===== config.mk =====
export PLATFORM = sky130hd
export DESIGN_NAME = mem_req_arbiter
export DESIGN_NICKNAME = d
export VERILOG_FILES = /design/src/rtl/mem_req_arbiter.sv
export SDC_FILE = /design/constraint.sdc
export NUM_CORES = 1
export LEC_CHECK = 0
export CORE_MARGIN = 3
export CORE_UTILIZATION = 28
export CTS_BUF_LIST = sky130_fd_sc_hd__clkbuf_4
export CTS_CLUSTER_SIZE = 25
export DETAILED_ROUTE_END_ITERATION = 12
export PLACE_DENSITY = 0.74
export SETUP_SLACK_MARGIN = 0.15
export SKIP_CTS_REPAIR_TIMING = 1
export SYNTH_ARGS = -nofsm -noshare
export SYNTH_HDL_FRONTEND = slang
export SYNTH_SLANG_ARGS = --single-unit
export TNS_END_PERCENT = 100

===== constraint.sdc =====
create_clock -name clk -period 5.7 [get_ports clk]
set_input_delay 0.855 -clock clk [delete_from_list [all_inputs] [get_ports clk]]
set_output_delay 0.855 -clock clk [all_outputs]
set_load 0.05 [all_outputs]

===== src/rtl/mem_req_arbiter.sv =====
// Shares one word-level memory port between fetch, load and store; one request in flight.
// Latency: grant 1 cycle after IDLE selection; done/ack 1 cycle after in_mem_done, then one bubble.
// Backpressure: requesters hold req until done/ack; rdy low freezes all state and suppresses pulses.
module mem_req_arbiter #(
    parameter int         ADDR_WIDTH   = 32,
    parameter int         DATA_WIDTH   = 32,
    parameter int         STARVE_LIMIT = 8,
    parameter logic [1:0] IO_SEL       = 2'b11
) (
    input  logic                  clk,
    input  logic                  rst,
    input  logic                  rdy,
    input  logic                  in_fetch_req,
    input  logic [ADDR_WIDTH-1:0] in_fetch_addr,
    output logic                  out_fetch_done,
    input  logic                  in_load_req,
    input  logic [ADDR_WIDTH-1:0] in_load_addr,
    input  logic [2:0]            in_load_size,
    input  logic                  in_load_signed,
    output logic                  out_load_done,
    input  logic                  in_store_req,
    input  logic [ADDR_WIDTH-1:0] in_store_addr,
    input  logic [2:0]            in_store_size,
    input  logic [DATA_WIDTH-1:0] in_store_data,
    output logic                  out_store_ack,
    input  logic                  in_flush,
    output logic                  out_mem_req,
    output logic                  out_mem_rw,
    output logic [ADDR_WIDTH-1:0] out_mem_addr,
    output logic [2:0]            out_mem_size,
    output logic                  out_mem_signed,
    output logic [DATA_WIDTH-1:0] out_mem_wdata,
    input  logic                  in_mem_done,
    input  logic [DATA_WIDTH-1:0] in_mem_rdata,
    output logic [DATA_WIDTH-1:0] out_data
);
    localparam int            CW      = $clog2(STARVE_LIMIT + 1);
    localparam logic [CW-1:0] CNT_MAX = CW'(STARVE_LIMIT);

    typedef enum logic [1:0] {IDLE, BUSY, DRAIN} state_t;
    typedef enum logic [1:0] {OWN_NONE, OWN_FETCH, OWN_LOAD, OWN_STORE} owner_t;

    state_t                state_q, state_d;
    owner_t                owner_q, owner_d;
    owner_t                grant;
    logic [CW-1:0]         cnt_q, cnt_d;
    logic                  req_q, req_d;
    logic                  rw_q, rw_d;
    logic [ADDR_WIDTH-1:0] addr_q, addr_d;
    logic [2:0]            size_q, size_d;
    logic                  sgn_q, sgn_d;
    logic [DATA_WIDTH-1:0] wdata_q, wdata_d;
    logic [DATA_WIDTH-1:0] data_q, data_d;
    logic                  fdone_q, fdone_d;
    logic                  ldone_q, ldone_d;
    logic                  sack_q, sack_d;
    logic                  fetch_ok, load_ok;

    // Selection, request launch, completion routing and flush cancellation.
    always_comb begin
        state_d  = state_q;
        owner_d  = owner_q;
        cnt_d    = cnt_q;
        req_d    = req_q;
        rw_d     = rw_q;
        addr_d   = addr_q;
        size_d   = size_q;
        sgn_d    = sgn_q;
        wdata_d  = wdata_q;
        data_d   = data_q;
        fdone_d  = 1'b0;
        ldone_d  = 1'b0;
        sack_d   = 1'b0;
        grant    = OWN_NONE;
        // A flush cancels the speculative readers; an IO load must not pass a pending store.
        fetch_ok = in_fetch_req && !in_flush;
        load_ok  = in_load_req && !in_flush &&
                   !((in_load_addr[17:16] == IO_SEL) && in_store_req);
        case (state_q)
            IDLE: begin
                if (fetch_ok && (cnt_q >= CNT_MAX)) grant = OWN_FETCH;
                else if (in_store_req)              grant = OWN_STORE;
                else if (load_ok)                   grant = OWN_LOAD;
                else if (fetch_ok)                  grant = OWN_FETCH;
                case (grant)
                    OWN_FETCH: begin
                        rw_d = 1'b0; addr_d = in_fetch_addr; size_d = 3'd4;
                        sgn_d = 1'b0; wdata_d = '0;
                    end
                    OWN_LOAD: begin
                        rw_d = 1'b0; addr_d = in_load_addr; size_d = in_load_size;
                        sgn_d = in_load_signed; wdata_d = '0;
                    end
                    OWN_STORE: begin
                        rw_d = 1'b1; addr_d = in_store_addr; size_d = in_store_size;
                        sgn_d = 1'b0; wdata_d = in_store_data;
                    end
                    default: ;
                endcase
                if (grant != OWN_NONE) begin
                    req_d   = 1'b1;
                    owner_d = grant;
                    state_d = BUSY;
                    if (grant == OWN_FETCH) begin
                        cnt_d = '0;
                    end else if (in_fetch_req && (cnt_q < CNT_MAX)) begin
                        cnt_d = cnt_q + CW'(1);
                    end
                end
            end
            BUSY: begin
                if (in_flush && (owner_q != OWN_STORE)) begin
                    // Cancelled read: never report it, drain it if still in flight.
                    if (in_mem_done) begin
                        req_d   = 1'b0;
                        state_d = IDLE;
                    end else begin
                        state_d = DRAIN;
                    end
                end else if (in_mem_done) begin
                    req_d   = 1'b0;
                    state_d = IDLE;
                    case (owner_q)
                        OWN_FETCH: begin fdone_d = 1'b1; data_d = in_mem_rdata; end
                        OWN_LOAD:  begin ldone_d = 1'b1; data_d = in_mem_rdata; end
                        OWN_STORE: sack_d = 1'b1;
                        default: ;
                    endcase
                end
            end
            DRAIN: begin
                if (in_mem_done) begin
                    req_d   = 1'b0;
                    state_d = IDLE;
                end
            end
            default: state_d = IDLE;
        endcase
    end

    // State registers; rdy gates every update and pulses only fire on ready cycles.
    always_ff @(posedge clk or posedge rst) begin
        if (rst) begin
            state_q <= IDLE;
            owner_q <= OWN_NONE;
            cnt_q   <= '0;
            req_q   <= 1'b0;
            rw_q    <= 1'b0;
            addr_q  <= '0;
            size_q  <= '0;
            sgn_q   <= 1'b0;
            wdata_q <= '0;
            data_q  <= '0;
            fdone_q <= 1'b0;
            ldone_q <= 1'b0;
            sack_q  <= 1'b0;
        end else begin
            if (rdy) begin
                state_q <= state_d;
                owner_q <= owner_d;
                cnt_q   <= cnt_d;
                req_q   <= req_d;
                rw_q    <= rw_d;
                addr_q  <= addr_d;
                size_q  <= size_d;
                sgn_q   <= sgn_d;
                wdata_q <= wdata_d;
                data_q  <= data_d;
            end
            fdone_q <= rdy & fdone_d;
            ldone_q <= rdy & ldone_d;
            sack_q  <= rdy & sack_d;
        end
    end

    assign out_mem_req    = req_q;
    assign out_mem_rw     = rw_q;
    assign out_mem_addr   = addr_q;
    assign out_mem_size   = size_q;
    assign out_mem_signed = sgn_q;
    assign out_mem_wdata  = wdata_q;
    assign out_data       = data_q;
    assign out_fetch_done = fdone_q;
    assign out_load_done  = ldone_q;
    assign out_store_ack  = sack_q;
endmodule


==> results.ini, run 1 <==
[critical_path]
crit_family = buffers and inverters
slowest_stage = clkdlybuf4s50_1
worstPathRequired_ns = 4.85
crit_path_end_kind = primary output
cp_max_fo = 2
start_kind = flip-flop
arrival_ns = 1.74
worstPathCellList = clkdlybuf4s50_1
slowest_delay_ns = 0.83
crit_type = reg -> out
path_buf_inv = 1

[sta]
rsz0062_at_grt = no
whs_ns = 0.490
fin_crit_sh_pct = 45.5
fin_setup_tns_ns = 0
maxSlewHeadroom_pct = 25.9
hold_violations = 0
setup_viol = 0
min_period_ns = 2.60
layout_setup_ws_ns = 3.10
worst_pin_slew_ns = 1.11
fin_skew_ns = 0.0213
slew_viol_final = 0
fmax_ghz = 0.385

[global_routing]
grt_remaining_overflow = 0
grt_max_degree = 61
antenna_found_initial = 0
grt_pass1_wl_um = 22900
first_global_vias = 4589
grt_usage_pct = 15.6

[finish]
layoutNonFillerInstCount = 933
final_nets = 884
syn2layout_area_growth_pct = 68.6
fillers = 1586
diodes = 0
design_area_mm2 = 0.00822
drive_gt1_share_pct = 10.2

[synth]
synth_edf_count = 0
yosys_warnings = 0
synth-compound-area-share_pct = 18.6
ys_seq_area_share_pct = 58.0
synth_cell_types = 35
synth.most_common_cell = dfrtp_1
netlist_area_mm2 = 0.00487
synthesis.instances = 424
yosys_register_bits = 113
synthArstFlopShare_pct = 100
synthSimpleGateAreaFrac_pct = 8.73
synth_area_leader_cell = dfrtp_1
synth-xor-area-share_pct = 0
synth_top_family_by_area = compound AO/OA/AOI/OAI gates
yosysTopAreaCellShare_pct = 58.0
synth_flop_cell = dfrtp_1
synth.area.top_cells = dfrtp_1 58%, a22o_1 6.3%, mux2_2 6.2%
synth_area_per_cell_um2 = 11.5
synth_fa_ha_area_share_pct = 2.31
synth.area.mux_share_pct = 7.86
synth_common_cells = 113 x dfrtp_1, 72 x nand2_1, 35 x a22o_1, 34 x o22ai_1, 33 x a31oi_1
syn_nets = 608

[power]
p_leak_uw = 0.00345
peakVddDrop_v = 0.000325
cellPowerDensity_mw_per_mm2 = 607

[route]
ant_nets = 0
vias_per_cell = 4.76
wl_met3_um = 1610
drtPass1Iterations = 6
dr_total_vias = 4440
highest_layer = met4
drt_wl_total_um = 15200
routedWlPerCell_um = 16.3
drc = 0
wl_met2_um = 7370
drt_iter0_drc = 169
wl_met1_um = 5910

[place]
port_buffers = 279
dp_hpwl_um = 11200
dp_cells = 901
dpl_cell_area_mm2 = 0.00785
place_ws_ns = 2.58
gp_congestion = 0.814

[job]
max_cap_violations = 0

[cts]
cts.clk_slew.worst_paths_ns = 0.11
clock_latency_ns = 0.51
ctsHtreeMaxLevel = 4
cts-buffers-inserted = 17
clock_path_buffers = 2
cts-root-buf = clkbuf_4
tritoncts = yes
cts.sinks = 113

[outcome]
status = complete, no violations

[floorplanning]
coreArea_mm2 = 0.0168
chipHeight_um = 138
initial_utilization_pct = 29.0
dieArea_mm2 = 0.0190
fp.dieW_um = 138
rows = 47
pin_count = 280

[min_path]
min_path_type = reg -> reg

## logic make-up (layout without fill, tap and decap cells)
| family | count (synthesis) | after routing |
|---|---|---|
| compound gates | 129 | 129 |
| fa+ha+maj | 9 | 9 |
| buf+inv | 41 | 330 |
| flops | 113 | 113 |
| mux | 34 | 34 |
| simple gates | 98 | 98 |
## worst reg2reg max path: cells and delay by family, from the launching register on
| family | cells | cell delay, ns |
|---|---|---|
| simple gates | 1 | 0.24 |
| flops | 1 | 0.46 |
| fa+ha+maj | 1 | 0.34 |
| compound gates | 3 | 0.79 |
| buf+inv | 2 | 0.53 |
## path summary, 6_finish.rpt
path	from	endpoint	cells past startpoint	slack, ns
max	out_mem_addr[12]	out_mem_addr[12]	1	3.10
min	out_mem_rw	out_mem_rw	1	0.49
max reg2reg	state_q[0]	out_mem_addr[0]	7	3.22
min reg2reg	out_mem_rw	out_mem_rw	1	0.49
max in group asynchronous	rst	out_mem_addr[19]	3	3.67
min in group asynchronous	rst	out_data[22]	2	0.82
## flip-flops by register name, summed over array words and instances, names as in the netlist
name            flops
out_fetch_done      1
owner_q             2
out_mem_signed      1
cnt_q               4
out_mem_size        3
out_mem_rw          1
out_mem_req         1
out_mem_addr       32
state_q             2
out_mem_wdata      32
out_load_done       1
out_store_ack       1
out_data           32
## report_power, final
group | switching [uW] | internal, uW | total [uW] | leakage, uW
registers | 219 | 1180 | 1400 | 0.00138
clock network | 350 | 405 | 755 | 0.000185
logic | 1800 | 1040 | 2840 | 0.00189
total | 2370 | 2620 | 4990 | 0.00345
## placed cells by master, fill, tap and decap left out, drive strengths merged, types with 5 or more instances in the layout
cell type / instances
nand2: 72
dfrtp: 113
nand2b: 5
o21ai: 9
buf: 7
clkbuf: 18
ha: 9
o22ai: 34
bufinv: 5
a22o: 35
mux2: 34
inv: 15
nor2: 8
a31oi: 33
a21oi: 5
clkdlybuf4s50: 279
## through the flow
stage | power, uW | utilization (%)
finish | 4990 | 48.9
global route | 5250 | 48.9
CTS | 5050 | 48.9
detailed placement | 4270 | 46.7
global placement | 4240 | 46.7
floorplan | 3240 | -
## metal layers
metal	vias up	global-route usage [%]
met5	-	0
met4	0	5.93
met3	19	6.46
met2	219	26.8
met1	2113	17.2
li1	2089	-
## area by class of cell
cell class              instances  area (um^2)  area share, %
multi-input cells             270         1860           22.6
well taps                     220          275           3.35
flip-flops and latches        113         2830           34.4
inverters                      12         47.5          0.579
clock buffers                  18          135           1.64
repair buffers                286         2850           34.6
clock inverters                14          229           2.79
Power figures use the tool's default switching activity.
==> inputs of run 2 (changes only) <==
==> constraint.sdc (replaced) <==
create_clock -name clk -period 2.5 [get_ports clk]
set_input_delay 0.375 -clock clk [delete_from_list [all_inputs] [get_ports clk]]
set_output_delay 0.375 -clock clk [all_outputs]
set_load 0.05 [all_outputs]
==> run 2 against run 1 <==
Critical path depth did not move. Sequential cell count is the same. Die area unchanged. Cell area up 0.49%. Sequential share of layout area down 0.17 points. Clock power increased by 83%. Combinational power increased by 130%. Cell count rose by 0.43%. Sequential power rose by 130%. Register-to-register slack got worse by 2.6 ns. Critical endpoint is now out_mem_addr[11]. Largest cell class unchanged. Highest routed layer unchanged.
==> results.ini, run 2 (synthesis results as in run 1) <==
[floorplanning]
rows = 47
dieArea_mm2 = 0.0190
pin_count = 280
initial_utilization_pct = 29.0
coreArea_mm2 = 0.0168
fp.dieW_um = 138
chipHeight_um = 138

[global_routing]
grt_pass1_wl_um = 22700
grt_remaining_overflow = 0
grt_max_degree = 114
first_global_vias = 4465
antenna_found_initial = 0
grt_usage_pct = 15.3

[outcome]
status = complete, no violations

[sta]
fin_setup_tns_ns = 0
fin_crit_sh_pct = 85.2
min_period_ns = 2.13
slew_viol_final = 0
fmax_ghz = 0.469
maxSlewHeadroom_pct = 59.0
setup_viol = 0
hold_violations = 0
rsz0062_at_grt = no
fin_skew_ns = 0.0256
worst_pin_slew_ns = 0.616

[finish]
drive_gt1_share_pct = 10.7
final_nets = 888
diodes = 0
fillers = 1561
syn2layout_area_growth_pct = 69.5
final_cell_mix = 279 x clkdlybuf4s50_1, 113 x dfrtp_1, 72 x nand2_1
final_common_cell = clkdlybuf4s50_1

[cts]
cts.clk_slew.worst_paths_ns = 0.13
cts.sinks = 113
cts-buffers-inserted = 17
ctsHtreeMaxLevel = 4
clock_path_buffers = 2
cts-root-buf = clkbuf_4
tritoncts = yes
clock_latency_ns = 0.52

[place]
port_buffers = 279
gp_congestion = 0.737
dp_hpwl_um = 11100

[route]
drtPass1Iterations = 4
drc = 0
routedWlPerCell_um = 16.1
vias_per_cell = 4.73
drt_wl_total_um = 15100
dr_total_vias = 4431
ant_nets = 0
drt_iter0_drc = 112

[critical_path]
start_kind = flip-flop
slowest_stage = clkdlybuf4s50_1
worstPathRequired_ns = 2.12
crit_path_end_kind = primary output
slowest_delay_ns = 0.83
arrival_ns = 1.76
crit_family = buffers and inverters
path_buf_inv = 1
crit_type = reg -> out
worstPathCellList = clkdlybuf4s50_1
cp_max_fo = 2

[min_path]
min_path_type = in -> async

[power]
peakVddDrop_v = 0.000786
cellPowerDensity_mw_per_mm2 = 1340
p_total_uw = 11100
p_leak_uw = 0.00344

[job]
max_cap_violations = 0

[run 2: changes by cell type in the layout (fill, tap and decap cells not counted), moves of 2 or more]
cell        change
buf_4           -2
bufinv_16       -3
clkinv_4        -2
clkinvlp_4      +5
buf_12          +6
clkinv_2        +2
[run 2: worst paths after layout]
path,from,slack (ns),depth (start not counted),end
min reg2reg,out_mem_rw,0.48,1,out_mem_rw
max,out_mem_addr[11],0.37,1,out_mem_addr[11]
min,rst,0.39,3,out_data[2]
max reg2reg,state_q[0],0.64,6,out_mem_wdata[15]
max in group asynchronous,rst,1.65,3,out_mem_addr[26]
min in group clk,in_store_addr[8],0.40,3,out_mem_addr[8]
[run 2: per-layer routing]
| metal | GRT usage, % | share of wire [%] | vias up |
|---|---|---|---|
| met5 | 0 | 0 | - |
| li1 | - | - | 2109 |
| met2 | 26.1 | 49 | 223 |
| met3 | 7.04 | 12 | 15 |
| met1 | 17.4 | 39 | 2084 |
| met4 | 4.28 | 1.3 | 0 |
[run 2: layout make-up]
class                   count  area [um^2]  area share (%)
clock inverters            15          159            1.92
clock buffers              17          128            1.55
multi-input cells         270         1870            22.6
inverters                  12         48.8           0.591
flip-flops and latches    113         2830            34.2
well taps                 220          275            3.33
repair buffers            290         2950            35.7
[run 2: power by group]
part	internal, uW	switching [uW]	total (uW)
Combinational	2410	4120	6530
Clock	599	777	1380
Sequential	2690	499	3190
[run 2: stage by stage]
stage / utilization, % / hold WS [ns] / setup slack (ns) / instance area [um^2] / instances
3_5_place_dp: 47.4 / 0.469 / 0.234 / 7970 / 905
5_1_grt: 49.1 / 0.344 / 0.266 / 8260 / 937
4_1_cts: 49.1 / 0.340 / 0.312 / 8260 / 937
6_report: 49.1 / 0.395 / 0.370 / 8260 / 937
2_1_floorplan: - / 0.460 / 0.736 / 4880 / 424
3_3_place_gp: 47.4 / 0.458 / 0.299 / 7970 / 905
==> inputs of run 3 (changes only) <==
--- a/config.mk
+++ b/config.mk
@@ -5,10 +5,10 @@
 export SDC_FILE = /design/constraint.sdc
 export NUM_CORES = 1
 export LEC_CHECK = 0
-export CORE_MARGIN = 3
+export CORE_MARGIN = 2
 export CORE_UTILIZATION = 28
 export CTS_BUF_LIST = sky130_fd_sc_hd__clkbuf_4
-export CTS_CLUSTER_SIZE = 25
+export CTS_CLUSTER_SIZE = 10
 export DETAILED_ROUTE_END_ITERATION = 12
 export PLACE_DENSITY = 0.74
 export SETUP_SLACK_MARGIN = 0.15
==> run 3 against run 2 <==
Count of clock-buffer cells in the layout grew 1. Non-clock buffer count is 3 higher. Sequential share of layout area rose by 0.062 points. Sequential cell count did not move. Cell count up 0.96%. Global-route usage up 0.99 points. First-iteration DRC count grew 97%. Critical path depth did not move. Critical endpoint is now out_mem_addr[16]. Largest cell class unchanged. Largest power group unchanged.
==> results.ini, run 3 (synthesis results as in run 1) <==
[cts]
tritoncts = yes
cts.sinks = 113
clock_latency_ns = 0.50
cts-root-buf = clkbuf_4
cts.clk_slew.worst_paths_ns = 0.11
cts-buffers-inserted = 17
clock_path_buffers = 2
ctsHtreeMaxLevel = 4

[critical_path]
slowest_delay_ns = 0.85
crit_type = reg -> out
path_buf_inv = 1
start_kind = flip-flop
worstPathCellList = clkdlybuf4s50_1
arrival_ns = 1.73
worstPathRequired_ns = 2.12
cp_max_fo = 2
crit_path_end_kind = primary output
slowest_stage = clkdlybuf4s50_1
crit_family = buffers and inverters

[sta]
maxSlewHeadroom_pct = 62.8
fin_skew_ns = 0.0100
fin_setup_tns_ns = 0
setup_viol = 0
min_period_ns = 2.10
fmax_ghz = 0.476
hold_violations = 0
worst_pin_slew_ns = 0.557
rsz0062_at_grt = no
slew_viol_final = 0
fin_crit_sh_pct = 84.0

[global_routing]
use_met2_pct = 27.3
busiest_layer = met2
globalRouteMet1Util_pct = 18.9
grt_remaining_overflow = 0
grt_pass1_wl_um = 23400
grt_use_met3_pct = 6.15
grt_max_degree = 65
antenna_found_initial = 1
first_global_vias = 4569
grt_usage_pct = 16.3

[finish]
final_nets = 891
final_common_cell = clkdlybuf4s50_1
final_cell_mix = 279 x clkdlybuf4s50_1, 113 x dfrtp_1, 72 x nand2_1
drive_gt1_share_pct = 11.1
syn2layout_area_growth_pct = 69.2
layoutNonFillerInstCount = 946

[job]
max_cap_violations = 0

[route]
dr_total_vias = 4479
drc = 0
drt_wl_total_um = 14900
drt_iter0_drc = 221
vias_per_cell = 4.73
drtPass1Iterations = 4
routedWlPerCell_um = 15.8
ant_nets = 0

[place]
gp_congestion = 0.771
dp_cells = 913
port_buffers = 279
dp_hpwl_um = 10800

[outcome]
status = complete, no violations

[floorplanning]
dieArea_mm2 = 0.0185
rows = 48
chipHeight_um = 136
pin_count = 280
initial_utilization_pct = 28.4
coreArea_mm2 = 0.0172
fp.dieW_um = 136

[power]
p_int_uw = 5610
pwr-share-clk_pct = 11.4
peakVddDrop_v = 0.000688
p_sw_share_pct = 48.8
switching_power_uw = 5340
cellPowerDensity_mw_per_mm2 = 1330
comb_power_share_pct = 59.7
seqPwrFrac_pct = 28.9
p_leak_uw = 0.00346

[min_path]
min_path_type = in -> async

-- run 3: power by group through the flow --
stage / combinational [uW] / sequential [uW] / clock [uW]
final: 6540 / 3170 / 1250
after global routing: 6860 / 3280 / 1390
after CTS: 6590 / 3180 / 1310
after detailed placement: 6580 / 3210 / 0
after global placement: 6520 / 3180 / 0
after floorplan: 1320 / 6070 / 0
-- run 3: area by class of cell --
type	instances	area (um^2)
sequential	113	2830
antenna	1	2.50
multi-input combinational	270	1860
clock inverter	14	116
clock buffer	18	135
tap	225	282
fill	1589	8930
inverter	12	48.8
timing repair buffer	293	2970
-- run 3: path summary, 6_finish.rpt --
path / depth (start not counted) / start / slack (ns) / to
min reg2reg: 1 / out_mem_rw / 0.48 / out_mem_rw
min: 3 / rst / 0.31 / out_data[0]
min in group clk: 3 / in_store_addr[10] / 0.42 / out_mem_addr[10]
max in group asynchronous: 3 / rst / 1.86 / out_mem_addr[20]
max: 1 / out_mem_addr[16] / 0.40 / out_mem_addr[16]
max reg2reg: 6 / state_q[0] / 0.65 / out_mem_wdata[25]
-- run 3: metrics by stage --
step	power (uW)	util [%]	hold slack, ns	cell area [um^2]	setup slack, ns
after floorplan	7390	-	0.460	4880	0.736
after global placement	9710	46.5	0.460	7990	0.364
after detailed placement	9790	46.5	0.465	7990	0.333
after CTS	11100	48.0	0.269	8240	0.319
after global routing	11500	48.0	0.269	8240	0.284
final	10900	48.0	0.312	8240	0.399
-- run 3: routing by layer --
layer  vias to the layer above  routed length [um]  share of wire, %
met3                        19                1320               8.8
met1                      2147                6050                41
met2                       207                7240                48
met4                         0                 320               2.1
met5                         -                   0                 0
li1                       2106                   -                 -
